===== config.mk =====
export PLATFORM = sky130hd
export DESIGN_NAME = fetch_unit
export DESIGN_NICKNAME = d
export VERILOG_FILES = /design/src/rtl/fetch_pkg.sv /design/src/rtl/fetch_queue.sv /design/src/rtl/fetch_unit.sv
export SDC_FILE = /design/constraint.sdc
export NUM_CORES = 1
export LEC_CHECK = 0
export BUFFER_PORTS_ARGS = -buffer_cell sky130_fd_sc_hd__clkbuf_2
export CAP_MARGIN = 10
export CORE_MARGIN = 3
export CORE_UTILIZATION = 53
export CTS_BUF_LIST = sky130_fd_sc_hd__clkbuf_16
export CTS_CLUSTER_SIZE = 25
export DETAILED_ROUTE_END_ITERATION = 6
export HOLD_SLACK_MARGIN = 0.1
export PLACE_DENSITY = 0.79
export SLEW_MARGIN = 20
export SYNTH_ARGS = -nofsm -noshare
export SYNTH_HDL_FRONTEND = slang
export SYNTH_SLANG_ARGS = --single-unit

===== constraint.sdc =====
create_clock -name clock -period 2.5 [get_ports clock]
set_input_delay 0.125 -clock clock [delete_from_list [all_inputs] [get_ports clock]]
set_output_delay 0.125 -clock clock [all_outputs]
set_load 0.005 [all_outputs]

===== src/rtl/fetch_pkg.sv =====
// Shared types and constants for the 16-bit MIPS instruction fetch stage.
package fetch_pkg;

    localparam int INSTR_W = 16;
    localparam int PC_W    = 16;

    localparam logic [PC_W-1:0]    PC_STEP    = 16'd2;
    localparam logic [INSTR_W-1:0] HALT_INSTR = 16'hFFFF;
    localparam logic [INSTR_W-1:0] NOP_INSTR  = 16'h0000;

    typedef struct packed {
        logic [INSTR_W-1:0] instr;
        logic [PC_W-1:0]    pc;
    } fetch_entry_t;

endpackage


===== src/rtl/fetch_queue.sv =====
// Circular prefetch FIFO of {instr, pc} entries with a single-cycle flush.
module fetch_queue
    import fetch_pkg::*;
#(
    parameter int DEPTH = 4
) (
    input  logic         clock,
    input  logic         reset,
    input  logic         push,
    input  fetch_entry_t wr_entry,
    input  logic         pop,
    input  logic         flush,
    output fetch_entry_t head,
    output logic         full,
    output logic         empty
);

    localparam int PTR_W = $clog2(DEPTH);
    localparam int CNT_W = $clog2(DEPTH + 1);

    fetch_entry_t     mem [DEPTH];
    logic [PTR_W-1:0] rd_ptr;
    logic [PTR_W-1:0] wr_ptr;
    logic [CNT_W-1:0] count;
    logic             push_eff;

    // A flush wins over a same-cycle push so no stale word survives it.
    assign push_eff = push && !flush;

    always_ff @(posedge clock) begin
        if (push_eff)
            mem[wr_ptr] <= wr_entry;
    end

    always_ff @(posedge clock) begin
        if (reset) begin
            rd_ptr <= '0;
            wr_ptr <= '0;
            count  <= '0;
        end else if (flush) begin
            rd_ptr <= wr_ptr;
            count  <= '0;
        end else begin
            if (push_eff)
                wr_ptr <= wr_ptr + PTR_W'(1);
            if (pop)
                rd_ptr <= rd_ptr + PTR_W'(1);
            count <= count + CNT_W'(push_eff) - CNT_W'(pop);
        end
    end

    assign head  = mem[rd_ptr];
    assign full  = (count == CNT_W'(DEPTH));
    assign empty = (count == '0);

endmodule


===== src/rtl/fetch_unit.sv =====
// Instruction fetch: PC, halt detection and redirect around the prefetch queue.
// Optional FETCH_PERF_EN adds fetch_count/stall_count performance counters.
module fetch_unit
    import fetch_pkg::*;
#(
    parameter int               DEPTH    = 4,
    parameter logic [PC_W-1:0]  RESET_PC = 16'h0000
) (
    input  logic               clock,
    input  logic               reset,
    output logic [PC_W-1:0]    imem_addr,
    input  logic [INSTR_W-1:0] imem_data,
    input  logic               redirect_valid,
    input  logic [PC_W-1:0]    redirect_pc,
    output logic               id_valid,
    input  logic               id_ready,
    output logic [INSTR_W-1:0] id_instr,
    output logic [PC_W-1:0]    id_pc,
    output logic               halted
`ifdef FETCH_PERF_EN
    ,
    output logic [15:0]        fetch_count,
    output logic [15:0]        stall_count
`endif
);

    logic [PC_W-1:0] fetch_pc;
    logic            halt_seen;
    logic            halted_q;
    logic            push;
    logic            pop;
    logic            q_full;
    logic            q_empty;
    fetch_entry_t    head;
    fetch_entry_t    wr_entry;

    assign id_valid = !q_empty;
    assign id_instr = q_empty ? NOP_INSTR : head.instr;
    assign id_pc    = q_empty ? '0 : head.pc;
    assign pop      = id_valid && id_ready;
    assign push     = !halt_seen && !redirect_valid && (!q_full || pop);

    assign wr_entry.instr = imem_data;
    assign wr_entry.pc    = fetch_pc;

    fetch_queue #(.DEPTH(DEPTH)) u_queue (
        .clock    (clock),
        .reset    (reset),
        .push     (push),
        .wr_entry (wr_entry),
        .pop      (pop),
        .flush    (redirect_valid),
        .head     (head),
        .full     (q_full),
        .empty    (q_empty)
    );

    always_ff @(posedge clock) begin
        if (reset) begin
            fetch_pc  <= RESET_PC;
            halt_seen <= 1'b0;
            halted_q  <= 1'b0;
        end else begin
            if (redirect_valid) begin
                fetch_pc  <= redirect_pc & ~PC_W'(1);
                halt_seen <= 1'b0;
            end else if (push) begin
                fetch_pc <= fetch_pc + PC_STEP;
                if (imem_data == HALT_INSTR)
                    halt_seen <= 1'b1;
            end
            // Popping the halt word counts even when a redirect flushes the queue.
            if (pop && head.instr == HALT_INSTR)
                halted_q <= 1'b1;
        end
    end

    assign imem_addr = fetch_pc;
    assign halted    = halted_q;

`ifdef FETCH_PERF_EN
    always_ff @(posedge clock) begin
        if (reset) begin
            fetch_count <= '0;
            stall_count <= '0;
        end else begin
            if (push)
                fetch_count <= fetch_count + 16'd1;
            if (id_valid && !id_ready)
                stall_count <= stall_count + 16'd1;
        end
    end
`endif

endmodule


==> reports/metrics.cfg, run 1 <==
[run_status]
outcome = finished clean

[sta]
max_slew_margin = 0.423
setup_violations = 0
drv_slew = 0
setup-tns-final_ps = 0
fin_crit_ps = 2240
hold_viol = 0
rsz0062_at_grt = false
tightest_slew_ps = 865
fmax_ghz = 0.446
finClkSkew_ps = 10.7
hold_ws_ps = 144
finalCritPeriodShare = 0.896

[cells_and_area]
fin_area_um2 = 7650
drive_above_1_share = 0.310
area_delta_synth_final_pct = 25.0
fin_nets = 535
diodes = 0

[floorplan]
core-area_um2 = 11100
die_x_um = 113
die-area_um2 = 12900
start_util = 0.552
num_io_pins = 86
fp.dieH_um = 113
rows = 38

[route]
routed_wl_um = 13000
drcViolationCount = 0
avgViaCountPerCell = 5.78
drt_iter0_markers = 304
vias = 3722
final_antenna_net_count = 0
wl_per_cell_um = 20.2
first_pass_iters = 5

[clock_network]
cts.root.buffer_cell = clkbuf_16
clk_pin_slew_worst_paths_ps = 50
cts_setup_buffers = 0
clock_latency_ps = 410
cts_buffer_depth = 2
cts_tree = built
htree_num_levels = 4
tritoncts_num_sinks = 150
cts-buffers-inserted = 17
holdBufCountCts = 32
cts.repair.resized = 0

[worst_setup_path]
rr_startpoint = imem_addr[1]$_SDFFE_PP0P_
start_kind = input pin
critical_path_required_ps = 2810
critPathMaxFanout = 8
r2r_cells = 5
r2r_end = imem_addr[11]$_SDFFE_PP0P_
crit_start = id_ready
cp.arrival_ps = 2550
r2r_slack_ps = 300
crit_type = in -> reg
cp-endpoint = u_queue.count[1]$_SDFF_PP0_
critPathCaptureType = register

[synthesis]
synth_edf_count = 124
ys_types = 41
syn_area_per_cell_um2 = 16.8
synth_area_um2 = 6120
netlist_instances = 365
seq_area_frac_synth = 0.694
async_flop_share = 0
yosys_warnings = 0
synth_ff_type = edfxtp_1
synth-seq-cells = 150

[global_routing]
grt_max_degree = 34
grt_pass1_wl_um = 20700
overflow = 0
grt_usage = 0.215
grt_pass1_vias = 3919
antenna_found_initial = 0

[place]
dp_hpwl_um = 7890
globalplace.congestion = 0.849
placed_area_um2 = 6740
portBuffers = 82

[worst_hold_path]
hp-class = in -> reg
hp-start = redirect_valid

[pwr]
p_per_area_nw_per_um2 = 820
p_leak_nw = 2.71
ir_drop_uv = 400

[flow_run]
drv_cap = 0

cell usage in the layout, fill, tap and decap left out, drive strengths merged, types with 7 or more instances in the layout:
cell         synthesis  layout
buf                  9      11
clkbuf              10      99
dfxtp               26      26
dlygate4sd3          0      32
edfxtp             124     124
ha                   7       7
inv                 11      15
mux4                31      31
nand2                8       8
nand4               10      10
nor2                16      16
nor2b               32      32
o21ai                7       7
or3                  7       7
xnor2                7       7
synth_stat cells (3+ instances only):
cell type / count / area, um2
nor3b_1: 3 / 22.5
edfxtp_1: 124 / 3720
buf_4: 4 / 30.0
dfxtp_1: 26 / 521
or3_1: 7 / 43.8
clkbuf_1: 10 / 37.5
nand3_1: 4 / 20.0
mux4_2: 31 / 698
a211oi_1: 6 / 45.0
nor3_1: 6 / 30.0
ha_1: 7 / 87.6
o211ai_1: 3 / 22.5
and2_1: 6 / 37.5
nor2_1: 16 / 60.1
inv_1: 11 / 41.3
a31oi_1: 3 / 18.8
o21ai_0: 7 / 35.0
nand2_1: 8 / 30.0
nor2b_1: 32 / 200
nand4_1: 10 / 62.6
xnor2_1: 7 / 61.3
a311oi_1: 6 / 52.6
worst max-delay path: stages:
cell and delay, ps:
dlygate4sd3_1 550, clkbuf_2 160, nor4b_4 520, nor3_1 90, buf_4 190, ha_1 190
inv_1 80, fa_1 420, nor3_1 230
power by group:
group	internal [W]	switching, W
clock network	0.00156	0.000936
logic	0.000390	0.000418
registers	0.00288	0.0000906
sequential cells by signal, summed over array words and instances, names as in the netlist, named ones only:
name,count
halt_seen,1
u_queue.wr_ptr,2
u_queue.rd_ptr,2
u_queue.mem,124
imem_addr,15
u_queue.count,3
halted,1
cells by family after synthesis:
kind of cell               Yosys count  share of synthesized area
adders and majority gates            8                     0.0176
muxes                               32                      0.116
AOI/OAI and AO/OA                   32                     0.0368
buffers and inverters               30                     0.0225
DFF                                150                      0.694
and+or+nand+nor                    103                      0.100
xor gates and xnor gates             9                     0.0129
other                                1                   0.000613
layer usage:
layer	vias to the layer above	wire length (um)	global-route usage
met5	-	0	0
met4	0	336	0.0881
met3	30	904	0.0557
met2	188	6650	0.356
met1	1815	5100	0.274
li1	1689	-	-
metrics by stage:
step	total power, W	utilization	std cells	worst slack, ps
floorplan	0.00346	-	366	269
global route	0.00649	0.691	644	173
detailed placement	0.00379	0.608	580	373
global placement	0.00375	0.608	580	485
finish	0.00627	0.691	644	259
CTS	0.00632	0.691	644	282
how the worst min path moves through the flow:
stage,end,cells after the start,slack [ps]
2_1_floorplan,imem_addr[12]$_SDFFE_PP0P_,1,200
3_3_place_gp,u_queue.mem[2][19]$_DFFE_PP_,1,360
3_5_place_dp,u_queue.mem[1][19]$_DFFE_PP_,1,360
4_1_cts,u_queue.count[0]$_SDFF_PP0_,3,110
5_1_grt,u_queue.count[1]$_SDFF_PP0_,3,160
6_report,u_queue.count[0]$_SDFF_PP0_,3,140
layout make-up:
cell class | instances | area, um2
sequential | 150 | 4250
fill | 683 | 3430
multi-input combinational | 186 | 1750
timing repair buffer | 125 | 851
clock buffer | 17 | 425
tap | 140 | 175
clock inverter | 15 | 165
inverter | 11 | 41.3
Power figures use the tool's default switching activity.
==> run 2, diff against run 1 <==
- CTS_CLUSTER_DIAMETER: not set -> 200
- clock period: 2.5 -> 2.31 ns (I/O delays scaled with it)
==> run 2 against run 1 <==
Effect of this change: register-to-register slack worse by 140 ps; worst hold slack worse by 42 ps; wire length increased by 0.79%; sequential cell count is the same; first-iteration DRC count increased by 9.2%; clock power barely moved; count of clock-buffer cells in the layout is the same; critical endpoint is now u_queue.count[2]$_SDFF_PP0_; largest power group unchanged.
==> reports/metrics.cfg, run 2 (same netlist as run 1, synthesis figures left out) <==
[pwr]
ir_drop_uv = 439
p_leak_nw = 2.71
pwr-share-comb = 0.136
internal-power_w = 0.00502
p_sw_w = 0.00157
p_clk_frac = 0.378
swShare = 0.238
p_per_area_nw_per_um2 = 860
pwr-share-seq = 0.487

[sta]
finalCritPeriodShare = 0.930
fin_crit_ps = 2150
setup_violations = 0
layout_setup_ws_ps = 161
rsz0062_at_grt = false
fmax_ghz = 0.465
max_slew_margin = 0.627
drv_slew = 0
tightest_slew_ps = 560
setup-tns-final_ps = 0
finClkSkew_ps = 11.6
hold_viol = 0

[worst_setup_path]
crit_type = reg -> reg
critical_path_required_ps = 2580
start_kind = register
cp.arrival_ps = 2420
critPathCaptureType = register
critPathMaxFanout = 4

[clock_network]
htree_num_levels = 4
tritoncts_num_sinks = 150
cts_tree = built
cts_buffer_depth = 2
cts.root.buffer_cell = clkbuf_16
clock_latency_ps = 410
cts_setup_buffers = 0
cts-buffers-inserted = 17
cts.repair.resized = 0
clk_pin_slew_worst_paths_ps = 60

[cells_and_area]
stdcell_count = 648
final_cell_mix = edfxtp_1 (124), clkbuf_2 (82), nor2b_1 (32), dlygate4sd3_1 (32), mux4_2 (31)
fillCellCount = 704
area_delta_synth_final_pct = 25.3
fin_nets = 539
top_register = u_queue.mem
largest_reg_flops = 124
diodes = 0
mostFrequentLayoutCell = edfxtp_1
drive_above_1_share = 0.317

[floorplan]
start_util = 0.552
die-area_um2 = 12900
num_io_pins = 86
core-area_um2 = 11100
rows = 38
die_x_um = 113
fp.dieH_um = 113

[route]
routed_wl_um = 13100
drt_iter0_markers = 332
drcViolationCount = 0
first_pass_iters = 5
wl_per_cell_um = 20.2
vias = 3661
final_antenna_net_count = 0
avgViaCountPerCell = 5.65

[place]
pre_cts_ws_ps = 239
globalplace.congestion = 0.778
portBuffers = 82
place_inst = 584
dp_hpwl_um = 7890

[flow_run]
drv_cap = 0

[global_routing]
grt_usage = 0.220
grt_pass1_wl_um = 20900
grt_max_degree = 34
antenna_found_initial = 0
grt_pass1_vias = 3851
overflow = 0

[worst_hold_path]
hp-class = in -> reg

[run_status]
outcome = finished clean

[run 2: critical path, cell delays in order (launching register included)]
cell and delay, ps:
dfxtp_1 470, nor3_2 90, nor2b_1 240, ha_1 280
inv_1 60, ha_1 140, inv_1 50, fa_1 400
xnor2_1 210, nor3_1 60
[run 2: final timing paths]
path / start / to / slack, ps / depth (start not counted)
setup / recovery: u_queue.count[1]$_SDFF_PP0_ / u_queue.count[2]$_SDFF_PP0_ / 160 / 9
hold / removal: redirect_valid / u_queue.count[1]$_SDFF_PP0_ / 100 / 3
setup reg to reg: u_queue.count[1]$_SDFF_PP0_ / u_queue.count[2]$_SDFF_PP0_ / 160 / 9
hold reg to reg: halted$_SDFFE_PP0P_ / halted$_SDFFE_PP0P_ / 500 / 2
[run 2: metrics by stage]
| step | hold slack (ps) | power (W) | instance area, um2 | utilization |
|---|---|---|---|---|
| after CTS | 106 | 0.00665 | 7670 | 0.692 |
| after detailed placement | 359 | 0.00412 | 6810 | 0.614 |
| final | 102 | 0.00659 | 7670 | 0.692 |
| after global routing | 110 | 0.00686 | 7670 | 0.692 |
| after global placement | 349 | 0.00408 | 6810 | 0.614 |
| after floorplan | 188 | 0.00374 | 6120 | - |
[run 2: timing repair]
item | in CTS | in global routing
hold endpoints to repair | 80 | 0
hold buffers | 32 | 0
setup endpoints to repair | 0 | 0
[run 2: layout make-up]
class	instances	area, um2	share of cell area
Sequential cell	150	4250	0.554
Inverter	11	41.3	0.00539
Clock inverter	15	114	0.0149
Clock buffer	17	425	0.0555
Multi-Input combinational cell	186	1750	0.228
Tap cell	140	175	0.0228
Timing Repair Buffer	129	918	0.120
[run 2: metal layers]
metal,vias up,GRT usage,part of all wire,wire length (um)
met3,26,0.0578,0.054,710
met4,0,0.0889,0.026,347
li1,1690,-,-,-
met5,-,0,0,0
met2,137,0.363,0.53,6900
met1,1808,0.282,0.39,5150
[run 2: power by group through the flow]
stage               logic [W]  registers, W  clock network [W]
floorplan            0.000501       0.00324                  0
global placement     0.000834       0.00324                  0
detailed placement   0.000855       0.00326                  0
CTS                  0.000909       0.00321            0.00253
global route         0.000983       0.00322            0.00265
finish               0.000894       0.00321            0.00249
==> run 3, diff against run 2 <==
- ABC_AREA: not set -> 1
- PLACE_DENSITY: 0.79 -> 0.78
==> run 3 against run 2 <==
Effect of this change: critical endpoint is now imem_addr[13]$_SDFFE_PP0P_; non-clock buffer count increased by 3; count of clock-buffer cells in the layout unchanged; largest power group unchanged; sequential power about the same; register-to-register slack got worse by 70 ps.
==> reports/metrics.cfg, run 3 <==
[run_status]
outcome = finished clean

[clock_network]
tritoncts_num_sinks = 150
cts_tree = built
cts_buffer_depth = 2
cts.root.buffer_cell = clkbuf_16
htree_num_levels = 4
cts-buffers-inserted = 17
clk_pin_slew_worst_paths_ps = 60
clock_latency_ps = 420

[sta]
setup_violations = 0
finalCritPeriodShare = 0.960
max_slew_margin = 0.560
fin_crit_ps = 2220
tightest_slew_ps = 659
fmax_ghz = 0.451
hold_viol = 0
drv_slew = 0
setup-tns-final_ps = 0
finClkSkew_ps = 7.13

[cells_and_area]
area_delta_synth_final_pct = 23.1
fillCellCount = 804
stdcell_count = 915
fin_nets = 803
fin_area_um2 = 8050
largest_reg_flops = 124
mostFrequentLayoutCell = edfxtp_1
diodes = 0
top_register = u_queue.mem
drive_above_1_share = 0.206
final_cell_mix = edfxtp_1 (124), nand2_1 (117), nor2_1 (98), clkbuf_2 (82), inv_1 (57)

[floorplan]
die_x_um = 117
num_io_pins = 86
die-area_um2 = 13700
start_util = 0.558
fp.dieH_um = 117
core-area_um2 = 11700
rows = 39

[worst_setup_path]
crit_path_top_delay_cell = dlygate4sd3_1
crit_type = reg -> reg
cp_top_family = buffers and inverters
critPathCaptureType = register
critPathMaxFanout = 8
critical_path_required_ps = 2670
cp_common_cell = nand3_1
cp_num_buf_inv = 2
r2r_cells = 8
crit_cells = 8
cp.arrival_ps = 2580
rr_startpoint = imem_addr[2]$_SDFFE_PP0P_
worstPathCellList = ha_2 > nand3_2 > inv_1 > nand3_1 > o21ai_1 > nand3_1 > a21oi_1 > dlygate4sd3_1
r2r_end = imem_addr[13]$_SDFFE_PP0P_
start_kind = register
max_stage_delay_ps = 570
r2r_slack_ps = 90

[synthesis]
synth_top_family_by_area = simple AND/OR/NAND/NOR gates
synth_compound_area_frac = 0.0848
synth_area_um2 = 6540
synthTopCellsByCount = edfxtp_1 (124), nand2_1 (118), nor2_1 (103)
syn_area_per_cell_um2 = 10.3
yosys-mux-area-fraction = 0
synth_top_area_cell = edfxtp_1
synth-xor-area-share = 0.00804
netlist_instances = 634
synth_edf_count = 124
seq_area_frac_synth = 0.649
synthAdderAreaFrac = 0.0165
synth_ff_type = edfxtp_1
async_flop_share = 0
ys_types = 39
synth_top_area_share = 0.570
yosys_warnings = 0
yosys.area_share.simple = 0.178
synth.most_common_cell = edfxtp_1
synth-seq-cells = 150
synth_area_leaders = edfxtp_1 (57%), dfxtp_1 (8.0%), nand2_1 (6.8%), nor2_1 (5.9%), o21ai_0 (3.4%)

[worst_hold_path]
hp-start = halted$_SDFFE_PP0P_
worstHoldPathCells = 2
hp-class = reg -> reg
whs_endpoint = halted$_SDFFE_PP0P_

[place]
dp_hpwl_um = 9390
globalplace.congestion = 0.975
place_inst = 845
placed_area_um2 = 7070
portBuffers = 82

[global_routing]
grt_max_degree = 65
grt_usage = 0.239
grt_pass1_vias = 4923
overflow = 0
antenna_found_initial = 0
grt_pass1_wl_um = 24500

[route]
route.met3.wl_um = 1400
routed_wl_um = 15800
vias = 5122
top_layer = met4
final_antenna_net_count = 0
avgViaCountPerCell = 5.60
drt_iter0_markers = 509
wl_met2_um = 7720
wl_per_cell_um = 17.2
first_pass_iters = 5
drcViolationCount = 0
wl_met1_um = 6330

[pwr]
ir_drop_uv = 470
p_per_area_nw_per_um2 = 842
p_leak_nw = 3.25

[flow_run]
drv_cap = 0

==> run 3: changes by cell type in the layout (fill, tap and decap cells not counted), moves of 32 or more <==
| cell | previous run | this run |
|---|---|---|
| nor2_1 | 16 | 98 |
| inv_1 | 13 | 57 |
| nor2b_1 | 32 | 0 |
| a21oi_1 | 2 | 36 |
| nand2_1 | 8 | 117 |
| o21ai_0 | 7 | 43 |
==> run 3: worst max-delay path by stage <==
stage	from	endpoint	slack (ps)
finish	imem_addr[2]$_SDFFE_PP0P_	imem_addr[13]$_SDFFE_PP0P_	90
floorplan	u_queue.count[1]$_SDFF_PP0_	u_queue.mem[1][10]$_DFFE_PP_	-360
global route	u_queue.count[1]$_SDFF_PP0_	u_queue.count[2]$_SDFF_PP0_	-40
global placement	u_queue.count[1]$_SDFF_PP0_	u_queue.count[2]$_SDFF_PP0_	200
CTS	imem_addr[2]$_SDFFE_PP0P_	imem_addr[13]$_SDFFE_PP0P_	30
detailed placement	u_queue.count[1]$_SDFF_PP0_	u_queue.count[2]$_SDFF_PP0_	60
==> run 3: cell families (layout without fill, tap and decap cells) <==
kind of cell / count (synthesis) / count (layout)
AND/OR/NAND/NOR: 279 / 279
flip-flops: 150 / 150
AO/OA/AOI/OAI: 102 / 102
buffers and inverters: 88 / 225
adder cells (fa/ha/maj): 8 / 8
XOR/XNOR: 6 / 6
other: 1 / 2
==> run 3: layout make-up <==
class / count / area [um2] / area share
Sequential cell: 150 / 4260 / 0.529
Multi-Input combinational cell: 397 / 1920 / 0.238
Timing Repair Buffer: 132 / 891 / 0.111
Clock buffer: 17 / 425 / 0.0528
Inverter: 61 / 236 / 0.0294
Tap cell: 143 / 179 / 0.0222
Clock inverter: 15 / 140 / 0.0174
==> run 3: tightest hold or removal path, cell delays in order, from the launching register on <==
cell	delay [ps]
dfxtp_1	310
inv_1	60
a21oi_2	50
==> run 3: timing repair <==
item	in CTS	in global routing
endpoints found under the setup margin	0	3
setup buffers	0	1
resized for setup	0	18
hold buffers	37	0
hold endpoints to repair	83	0
==> run 3: where the power goes <==
group	internal, W	switching [W]	leakage [nW]
Clock	0.00157	0.00104	0.276
Combinational	0.000359	0.000613	1.60
Sequential	0.00309	0.000103	1.37
==> run 3: metrics by stage <==
step	setup slack (ps)	power [W]	utilization	hold WS (ps)
after floorplan	-356	0.00380	-	195
after global placement	197	0.00410	0.604	343
after detailed placement	60.6	0.00414	0.604	357
after CTS	33.7	0.00677	0.684	461
after global routing	-40.8	0.00706	0.687	478
final	91.4	0.00678	0.687	468
==> run 3: per-layer routing <==
layer | up-vias | GRT usage
li1 | 2405 | -
met1 | 2394 | 0.313
met2 | 285 | 0.392
met3 | 38 | 0.0566
met4 | 0 | 0.0879
met5 | - | 0
